## src/rtl/alu_reservation_station_pkg.sv

```systemverilog
// Shared widths, sizes and ALU opcodes for the ALU/branch reservation station.
package alu_reservation_station_pkg;

    localparam int ROB_ID_WIDTH = 4;
    localparam int RS_ALU_SIZE  = 8;
    localparam int ALU_OP_WIDTH = 4;

    localparam logic [ALU_OP_WIDTH-1:0] ALU_ADD = 4'd0;
    localparam logic [ALU_OP_WIDTH-1:0] ALU_SUB = 4'd1;
    localparam logic [ALU_OP_WIDTH-1:0] ALU_AND = 4'd2;
    localparam logic [ALU_OP_WIDTH-1:0] ALU_OR  = 4'd3;
    localparam logic [ALU_OP_WIDTH-1:0] ALU_XOR = 4'd4;
    localparam logic [ALU_OP_WIDTH-1:0] ALU_SLL = 4'd5;
    localparam logic [ALU_OP_WIDTH-1:0] ALU_SRL = 4'd6;
    localparam logic [ALU_OP_WIDTH-1:0] ALU_BEQ = 4'd8;
    localparam logic [ALU_OP_WIDTH-1:0] ALU_BNE = 4'd9;

endpackage

```

## src/rtl/alu_reservation_station_select.sv

```systemverilog
// Lowest-index priority encoder: request vector to index plus found flag.
module rs_select #(
    parameter int N = 8,
    parameter int W = $clog2(N)
) (
    input  logic [N-1:0] req,
    output logic [W-1:0] idx,
    output logic         found
);

    // Scan from the top so the lowest requesting index is the last to win.
    always_comb begin
        idx   = '0;
        found = 1'b0;
        for (int i = N - 1; i >= 0; i--) begin
            idx   = req[i] ? W'(i) : idx;
            found = found | req[i];
        end
    end

endmodule

```

## src/rtl/alu_reservation_station.sv

```systemverilog
// ALU/branch reservation station: holds issued entries until both operands
// arrive over the CDB, then dispatches one ready entry per cycle.
module alu_reservation_station
    import alu_reservation_station_pkg::*;
#(
    parameter int RS_SIZE = RS_ALU_SIZE
) (
    input  logic                    clk,
    input  logic                    rst,
    input  logic                    flush,
    output logic                    rs_alu_full,
    input  logic                    rs_alu_we,
    input  logic [ALU_OP_WIDTH-1:0] rs_alu_op,
    input  logic [31:0]             rs_alu_vj,
    input  logic [31:0]             rs_alu_vk,
    input  logic [ROB_ID_WIDTH-1:0] rs_alu_qj,
    input  logic [ROB_ID_WIDTH-1:0] rs_alu_qk,
    input  logic                    rs_alu_qj_valid,
    input  logic                    rs_alu_qk_valid,
    input  logic [ROB_ID_WIDTH-1:0] rs_alu_dest,
    input  logic [31:0]             rs_alu_imm,
    input  logic [31:0]             rs_alu_pc,
    input  logic [31:0]             rs_alu_pred_target,
    input  logic                    cdb_valid,
    input  logic [ROB_ID_WIDTH-1:0] cdb_rob_id,
    input  logic [31:0]             cdb_value,
    output logic                    alu_valid,
    input  logic                    alu_ready,
    output logic [ALU_OP_WIDTH-1:0] alu_op,
    output logic [31:0]             alu_vj,
    output logic [31:0]             alu_vk,
    output logic [31:0]             alu_imm,
    output logic [31:0]             alu_pc,
    output logic [31:0]             alu_pred_target,
    output logic [ROB_ID_WIDTH-1:0] alu_dest
);

    localparam int IDX_W = $clog2(RS_SIZE);

    logic [RS_SIZE-1:0]      busy_r;
    logic [RS_SIZE-1:0]      qjv_r;
    logic [RS_SIZE-1:0]      qkv_r;
    logic [ALU_OP_WIDTH-1:0] op_r   [RS_SIZE];
    logic [31:0]             vj_r   [RS_SIZE];
    logic [31:0]             vk_r   [RS_SIZE];
    logic [31:0]             imm_r  [RS_SIZE];
    logic [31:0]             pc_r   [RS_SIZE];
    logic [31:0]             pt_r   [RS_SIZE];
    logic [ROB_ID_WIDTH-1:0] qj_r   [RS_SIZE];
    logic [ROB_ID_WIDTH-1:0] qk_r   [RS_SIZE];
    logic [ROB_ID_WIDTH-1:0] dest_r [RS_SIZE];

    logic [RS_SIZE-1:0] ready_s;
    logic [RS_SIZE-1:0] free_s;
    logic [IDX_W-1:0]   sel_idx_s;
    logic [IDX_W-1:0]   free_idx_s;
    logic               sel_found_s;
    logic               free_found_s;
    logic               dispatch_s;
    logic               write_s;
    logic               byp_j_s;
    logic               byp_k_s;

    // Readiness, free slots and the per-cycle write/dispatch decisions.
    always_comb begin
        ready_s    = busy_r & ~qjv_r & ~qkv_r;
        free_s     = ~busy_r;
        dispatch_s = sel_found_s && (!alu_valid || alu_ready);
        write_s    = rs_alu_we && free_found_s;
        byp_j_s    = rs_alu_qj_valid && cdb_valid && (cdb_rob_id == rs_alu_qj);
        byp_k_s    = rs_alu_qk_valid && cdb_valid && (cdb_rob_id == rs_alu_qk);
    end

    assign rs_alu_full = &busy_r;

    rs_select #(.N(RS_SIZE), .W(IDX_W)) u_free_sel (
        .req   (free_s),
        .idx   (free_idx_s),
        .found (free_found_s)
    );

    rs_select #(.N(RS_SIZE), .W(IDX_W)) u_ready_sel (
        .req   (ready_s),
        .idx   (sel_idx_s),
        .found (sel_found_s)
    );

    // Entry payload: load on write (with CDB bypass), otherwise CDB wakeup.
    always_ff @(posedge clk) begin
        for (int i = 0; i < RS_SIZE; i++) begin
            if (write_s && (free_idx_s == IDX_W'(i))) begin
                op_r[i]   <= rs_alu_op;
                vj_r[i]   <= byp_j_s ? cdb_value : rs_alu_vj;
                vk_r[i]   <= byp_k_s ? cdb_value : rs_alu_vk;
                qjv_r[i]  <= rs_alu_qj_valid && !byp_j_s;
                qkv_r[i]  <= rs_alu_qk_valid && !byp_k_s;
                qj_r[i]   <= rs_alu_qj;
                qk_r[i]   <= rs_alu_qk;
                dest_r[i] <= rs_alu_dest;
                imm_r[i]  <= rs_alu_imm;
                pc_r[i]   <= rs_alu_pc;
                pt_r[i]   <= rs_alu_pred_target;
            end else begin
                if (busy_r[i] && qjv_r[i] && cdb_valid && (qj_r[i] == cdb_rob_id)) begin
                    vj_r[i]  <= cdb_value;
                    qjv_r[i] <= 1'b0;
                end
                if (busy_r[i] && qkv_r[i] && cdb_valid && (qk_r[i] == cdb_rob_id)) begin
                    vk_r[i]  <= cdb_value;
                    qkv_r[i] <= 1'b0;
                end
            end
        end
    end

    // Occupancy and the registered dispatch stage; reset/flush override all.
    always_ff @(posedge clk) begin
        if (rst || flush) begin
            busy_r          <= '0;
            alu_valid       <= 1'b0;
            alu_op          <= '0;
            alu_vj          <= 32'd0;
            alu_vk          <= 32'd0;
            alu_imm         <= 32'd0;
            alu_pc          <= 32'd0;
            alu_pred_target <= 32'd0;
            alu_dest        <= '0;
        end else begin
            if (dispatch_s) begin
                alu_valid         <= 1'b1;
                alu_op            <= op_r[sel_idx_s];
                alu_vj            <= vj_r[sel_idx_s];
                alu_vk            <= vk_r[sel_idx_s];
                alu_imm           <= imm_r[sel_idx_s];
                alu_pc            <= pc_r[sel_idx_s];
                alu_pred_target   <= pt_r[sel_idx_s];
                alu_dest          <= dest_r[sel_idx_s];
                busy_r[sel_idx_s] <= 1'b0;
            end else if (alu_ready) begin
                alu_valid <= 1'b0;
            end
            // The free slot is never the dispatched one: it was idle before this edge.
            if (write_s) begin
                busy_r[free_idx_s] <= 1'b1;
            end
        end
    end

endmodule

```

## config.mk

```make
export PLATFORM = sky130hd
export DESIGN_NAME = alu_reservation_station
export DESIGN_NICKNAME = d
export VERILOG_FILES = /design/src/rtl/alu_reservation_station_pkg.sv /design/src/rtl/alu_reservation_station_select.sv /design/src/rtl/alu_reservation_station.sv
export SDC_FILE = /design/constraint.sdc
export NUM_CORES = 2
export LEC_CHECK = 0
export BUFFER_PORTS_ARGS = -buffer_cell sky130_fd_sc_hd__buf_4
export CAP_MARGIN = 20
export CORE_ASPECT_RATIO = 1.5
export CORE_MARGIN = 2
export CORE_UTILIZATION = 35
export CTS_BUF_LIST = sky130_fd_sc_hd__clkbuf_8
export DETAILED_ROUTE_END_ITERATION = 8
export SETUP_SLACK_MARGIN = 0.2
export SYNTH_ARGS = -nofsm -noshare
export SYNTH_HDL_FRONTEND = slang
export SYNTH_SLANG_ARGS = --single-unit
```

## constraint.sdc

```tcl
create_clock -name clk -period 4.8 [get_ports clk]
set_input_delay 0.48 -clock clk [delete_from_list [all_inputs] [get_ports clk]]
set_output_delay 0.48 -clock clk [all_outputs]
set_load 0.005 [all_outputs]
```

== After elaboration in Yosys (flattened, before gate mapping) ==
Memory sizes are Yosys's and may differ from the RTL's. A register that Yosys moved wholly into a read port is not among the register bits.
Cells that the tools add are included.

* Logic and storage cells: 519
* Output and inout port bits: 170
* RAM bits: 1408
* Latch bits: 0
* Memories: 9
* ROM bits: 0
* Register bits after elaboration: 25

{| class="wikitable"
|+ Memory list
! name !! words !! bits a word !! rd ports !! clocked after memory_dff !! wr ports !! line !! RTL
|-
| imm_r || 8 || 32 || 1 || 1 || 1 || alu_reservation_station.sv:46 || <nowiki>logic [31:0] imm_r [RS_SIZE];</nowiki>
|-
| pc_r || 8 || 32 || 1 || 1 || 1 || alu_reservation_station.sv:47 || <nowiki>logic [31:0] pc_r [RS_SIZE];</nowiki>
|-
| pt_r || 8 || 32 || 1 || 1 || 1 || alu_reservation_station.sv:48 || <nowiki>logic [31:0] pt_r [RS_SIZE];</nowiki>
|-
| vj_r || 8 || 32 || 1 || 1 || 8 || alu_reservation_station.sv:44 || <nowiki>logic [31:0] vj_r [RS_SIZE];</nowiki>
|-
| vk_r || 8 || 32 || 1 || 1 || 8 || alu_reservation_station.sv:45 || <nowiki>logic [31:0] vk_r [RS_SIZE];</nowiki>
|-
| dest_r || 8 || 4 || 1 || 1 || 1 || alu_reservation_station.sv:51 || <nowiki>logic [ROB_ID_WIDTH-1:0] dest_r [RS_SIZE];</nowiki>
|-
| 3 more memories || -- || -- || -- || -- || -- || -- ||
|}

* Bitwise operators: 38
* Reduce and logical (&&, ||, !) cells: 139
* Order comparisons: 4
* Eq/ne operators: 25
* Divide/modulo/power cells: 0
* Multipliers: 0
* Add/subtract/negate cells: 0
* Shift-type cells: 0
* Mux-type cells: 286

{| class="wikitable"
|+ Operators by type and width
! cell !! number
|-
| 32-bit two-way mux || 39
|-
| 32-bit OR reduction || 21
|-
| 3-bit two-way mux || 65
|-
| 1-bit two-way mux || 149
|-
| 4-bit two-way mux || 28
|-
| 4-bit OR reduction || 28
|-
| 4-bit == test || 18
|-
| 1-bit logical AND || 66
|-
| 2-bit nonzero test || 17
|-
| 8-bit inverter || 4
|-
| 1-bit bitwise OR || 30
|-
| 8-bit bitwise AND || 3
|-
| 8-bit two-way mux || 3
|-
| 3-bit == test, second input constant || 4
|-
| 3-bit by 4-bit < comparator with 1-bit output, second input constant || 2
|-
| 8-bit bitwise OR || 1
|-
| 8-bit AND reduction || 1
|-
| 1-bit demux with 3-bit select || 2
|-
| 3-bit by 2-bit == test with 1-bit output, second input constant || 2
|-
| 3-bit by 1-bit >= comparator with 1-bit output, second input constant || 2
|-
| 3-bit by 1-bit == test with 1-bit output, second input constant || 1
|-
| 1-bit logical NOT || 3
|-
| 3-bit logical NOT || 1
|-
| 1-bit logical OR || 2
|}

== Depth between registers and ports, before layout ==
* Depth in word-level cells: 21
* Mapped depth: 10

== Cells and area by module ==
A second synthesis with hierarchy kept.

* Cell total of the unflattened synthesis: 4195
* Area, all modules: 66767.8 sq um

{| class="wikitable"
|+ By module, submodules not included
! module !! cells an instance !! area an instance (sq um) !! instances
|-
| alu_reservation_station || 4169 || 66605.1 || 1
|-
| rs_select || 13 || 81.3 || 2
|}

== Worst setup path before layout ==
No wires, ideal clock.

* Kind: input-to-reg
* Start point: input port rs_alu_we
* End point: memory dest_r[6][0] (enable)
* Path slack: 0.990 ns
* Library setup time: 0.465 ns
* Cell stages on the path: 5
* Arrival time: 3.345 ns
* Path through: and3_1 -> nand3_1 -> nor3b_1 -> nand2_1 -> inv_1

* Word-level cells in the longest chain between the ends: 12
* Elaborated cells between the ends (all ways): 46
* Classes of those cells: 30 x mux; 16 x reduce/logical

{| class="wikitable"
|+ RTL lines
! item !! line !! RTL
|-
| from (decl) || alu_reservation_station.sv:12 || <nowiki>input logic rs_alu_we,</nowiki>
|-
| 1-bit logical AND (*) || alu_reservation_station.sv:69 || <nowiki>write_s = rs_alu_we && free_found_s;</nowiki>
|-
| 1-bit logical AND || alu_reservation_station.sv:91 || <nowiki>if (write_s && (free_idx_s == IDX_W'(i))) begin</nowiki>
|-
| 1-bit two-way mux || alu_reservation_station.sv:91 ||
|-
| 1-bit two-way mux (implied by the code) || alu_reservation_station.sv:99 || <nowiki>dest_r[i] <= rs_alu_dest;</nowiki>
|-
| 4-bit OR reduction (no source line) || -- ||
|-
| 3-bit two-way mux (no source line) / 1-bit two-way mux (equally long branches) (7 in a row) || -- ||
|-
| to (decl) || alu_reservation_station.sv:51 ||
|}

Mark *: on every way between the ends. The rest lies on a longest branch, timed or not.

==> out/qor.yml <==
synthesis:
  syn_avg_cell_area_sq_um: 16.6
  netlist_area_sq_um: 64000
  synth_top_area_frac: 0.669
  yosys-top-cells-area: "edfxtp_1 (67%), mux2_2 (9.0%), dfxtp_1 (5.5%)"
  synthArstFlopShare: 0
  yosysTopAreaCell: "edfxtp_1"
  synth_seq_area_share: 0.724
  syn_nets: 4072
  synthesis.instances: 3852
  synth-seq-cells: 1601
  synth_cell_type_count: 43
  synth_commonest_cells: "edfxtp_1 (1424), mux2_2 (512), nand2_1 (380), a21oi_1 (179), dfxtp_1 (177)"
  synth_most_common_cell: "edfxtp_1"
  yosysWarnings: 0
  ys.flop_type: "edfxtp_1"
  synth-edff-count: 1424
timing:
  fin_ws_ps: 1200
  finalCriticalPeriod_ps: 3600
  rsz0062_at_grt: "no"
  tightest_slew_ps: 1160
  hold_viol: 0
  clock_skew_ps: 142
  fin_setup_tns_ps: 0
  max_slew_margin: 0.230
  whs_ps: 131
  period_share: 0.750
  finalSetupViolCount: 0
  clock.fmax_mhz: 278
  drv_slew: 0
grt:
  track_usage: 0.202
  antenna_found_initial: 27
  grt_max_degree: 142
  grt_overflow: 0
  grt_pass1_vias: 40600
  grt_pass1_wl_microns: 280000
floorplanning:
  die_area_sq_um: 186000
  initial_core_util: 0.351
  die_x_microns: 353
  die_h_microns: 528
  core_area_sq_um: 182000
  rows: 192
  ios: 390
place:
  dp_slack_ps: 1320
  post-dp-hpwl_microns: 107000
  io_buffers: 389
  gp_routability_congestion: 0.826
cells_and_area:
  regArea_sq_um: 46300
  nets: 4741
  multiInputGateArea_sq_um: 16200
  areaGrowthSynthToFinish_pct: 20.8
  drive_gt1_frac: 0.313
  fill_cells: 16500
  fin_util: 0.424
power_and_ir_drop:
  p_leak_nw: 26.0
  ir_drop_uv: 297
  total_power_w: 0.0279
  power.density_nw_per_um2: 361
critical_path:
  reg2reg_setup_slack_ps: 1360
  crit_start: "rs_alu_qj[3]"
  worstSetupPathType: "input port to flip-flop"
  cp.required_ps: 5560
  cp_max_fo: 23
  rr_worst_depth: 7
  arrival_ps: 4360
  r2r_start: "qk_r[0][12]"
  end_kind: "flip-flop"
  rr_endpoint: "vk_r[3][19]"
  crit_path_start_kind: "input port"
route:
  num_vias: 39700
  drt-total-wl_microns: 195000
  first_iter_violations: 4137
  wire_per_inst_microns: 27.2
  drc: 0
  dr.pass1.iters: 8
  antenna_left: 0
  viasPerCell: 5.54
cts:
  cts_buffer_depth: 4
  htreeDepth: 4
  clk_pin_slew_ps: 70
  cts_setup_buffers: 0
  clk_latency_ps: 1010
  cts_made_buffers: 241
  cts_tree: "yes"
  cts-root-buf: "clkbuf_8"
  cts_sinks: 1601
min_path:
  min_path_cells: 3
  holdPathEnd: "busy_r[6]"
  min-delay-start: "rst"
  hp-class: "input port to flip-flop"
flow_run:
  cap_viol_max_count: 0
run_status:
  status: "finished, final reports clean"
-- power by group --
| group | internal, W | switching (W) | total [W] |
|---|---|---|---|
| clock | 0.00586 | 0.00540 | 0.0113 |
| sequential | 0.0153 | 0.0000446 | 0.0154 |
| combinational | 0.000597 | 0.000691 | 0.00129 |
-- worst max-delay path: stages --
cell	delay (ps)
dlygate4sd3_1	550
buf_4	170
xor2_1	170
nor3_1	440
nand4_1	540
nand2_2	830
buf_4	280
mux2_2	330
dlygate4sd3_1	550
-- worst max path at each step --
| stage | to | slack (ps) |
|---|---|---|
| after global placement | vj_r[3][6] | 1300 |
| final | vj_r[3][14] | 1200 |
| after global routing | vj_r[7][24] | 1250 |
| after CTS | vk_r[3][22] | 1400 |
| after detailed placement | vj_r[3][1] | 1320 |
| after floorplan | dest_r[6][0] | 990 |
-- flip-flops by register name (all words and copies together) (netlist names), 256 cells and up --
signal / flops
vk_r: 256
pt_r: 256
pc_r: 256
vj_r: 256
imm_r: 256
-- cells in the final DEF (no fill, tap or decap), drive strengths merged, types with 22 or more instances in the layout --
master | synthesis | final
nand2 | 380 | 380
edfxtp | 1424 | 1424
clkinv | 0 | 61
a22oi | 169 | 169
dlygate4sd3 | 0 | 251
dfxtp | 177 | 177
a32o | 168 | 168
a221oi | 168 | 168
nor2 | 22 | 22
a21oi | 179 | 179
inv | 14 | 106
mux2 | 512 | 512
clkbuf | 132 | 283
xor2 | 52 | 52
a222oi | 168 | 168
buf | 184 | 491
-- area by class of cell --
class	count	area share
antenna	20	0.000648
clock buffer	283	0.0504
clock inverter	164	0.0126
inverter	14	0.00120
multi-input combinational	1921	0.210
sequential	1601	0.599
tap	2425	0.0393
timing repair buffer	742	0.0867
-- per-stage QoR --
step | area [sq um] | cells
after floorplan | 64000 | 3852
after global placement | 69800 | 6447
after detailed placement | 69900 | 6452
after CTS | 77200 | 7150
after global routing | 77300 | 7159
final | 77300 | 7170
-- logic make-up (layout without fill, tap and decap cells) --
family | Yosys count | in the layout | share of synthesized area
DFF | 1601 | 1601 | 0.724
AOI/OAI and AO/OA | 872 | 872 | 0.121
muxes | 512 | 512 | 0.0901
and+or+nand+nor | 468 | 468 | 0.0307
buffers and inverters | 330 | 1203 | 0.0248
xor gates and xnor gates | 69 | 69 | 0.00945
other | 0 | 20 | 0
-- layer usage --
metal / track usage / part of all wire / vias to the layer above
met2: 0.344 / 0.49 / 1704
met4: 0.0734 / 0.033 / 20
met5: 0 / 0.00065 / -
met3: 0.0402 / 0.074 / 354
met1: 0.255 / 0.40 / 20500
li1: - / - / 17200
-- repair_timing --
item | CTS | global route
endpoints found under the setup margin | 0 | 0
hold buffers | 251 | 0
hold endpoints to repair | 1422 | 0
gates resized for setup | 0 | 0
Note: power is estimated with default switching activity, not from simulation.
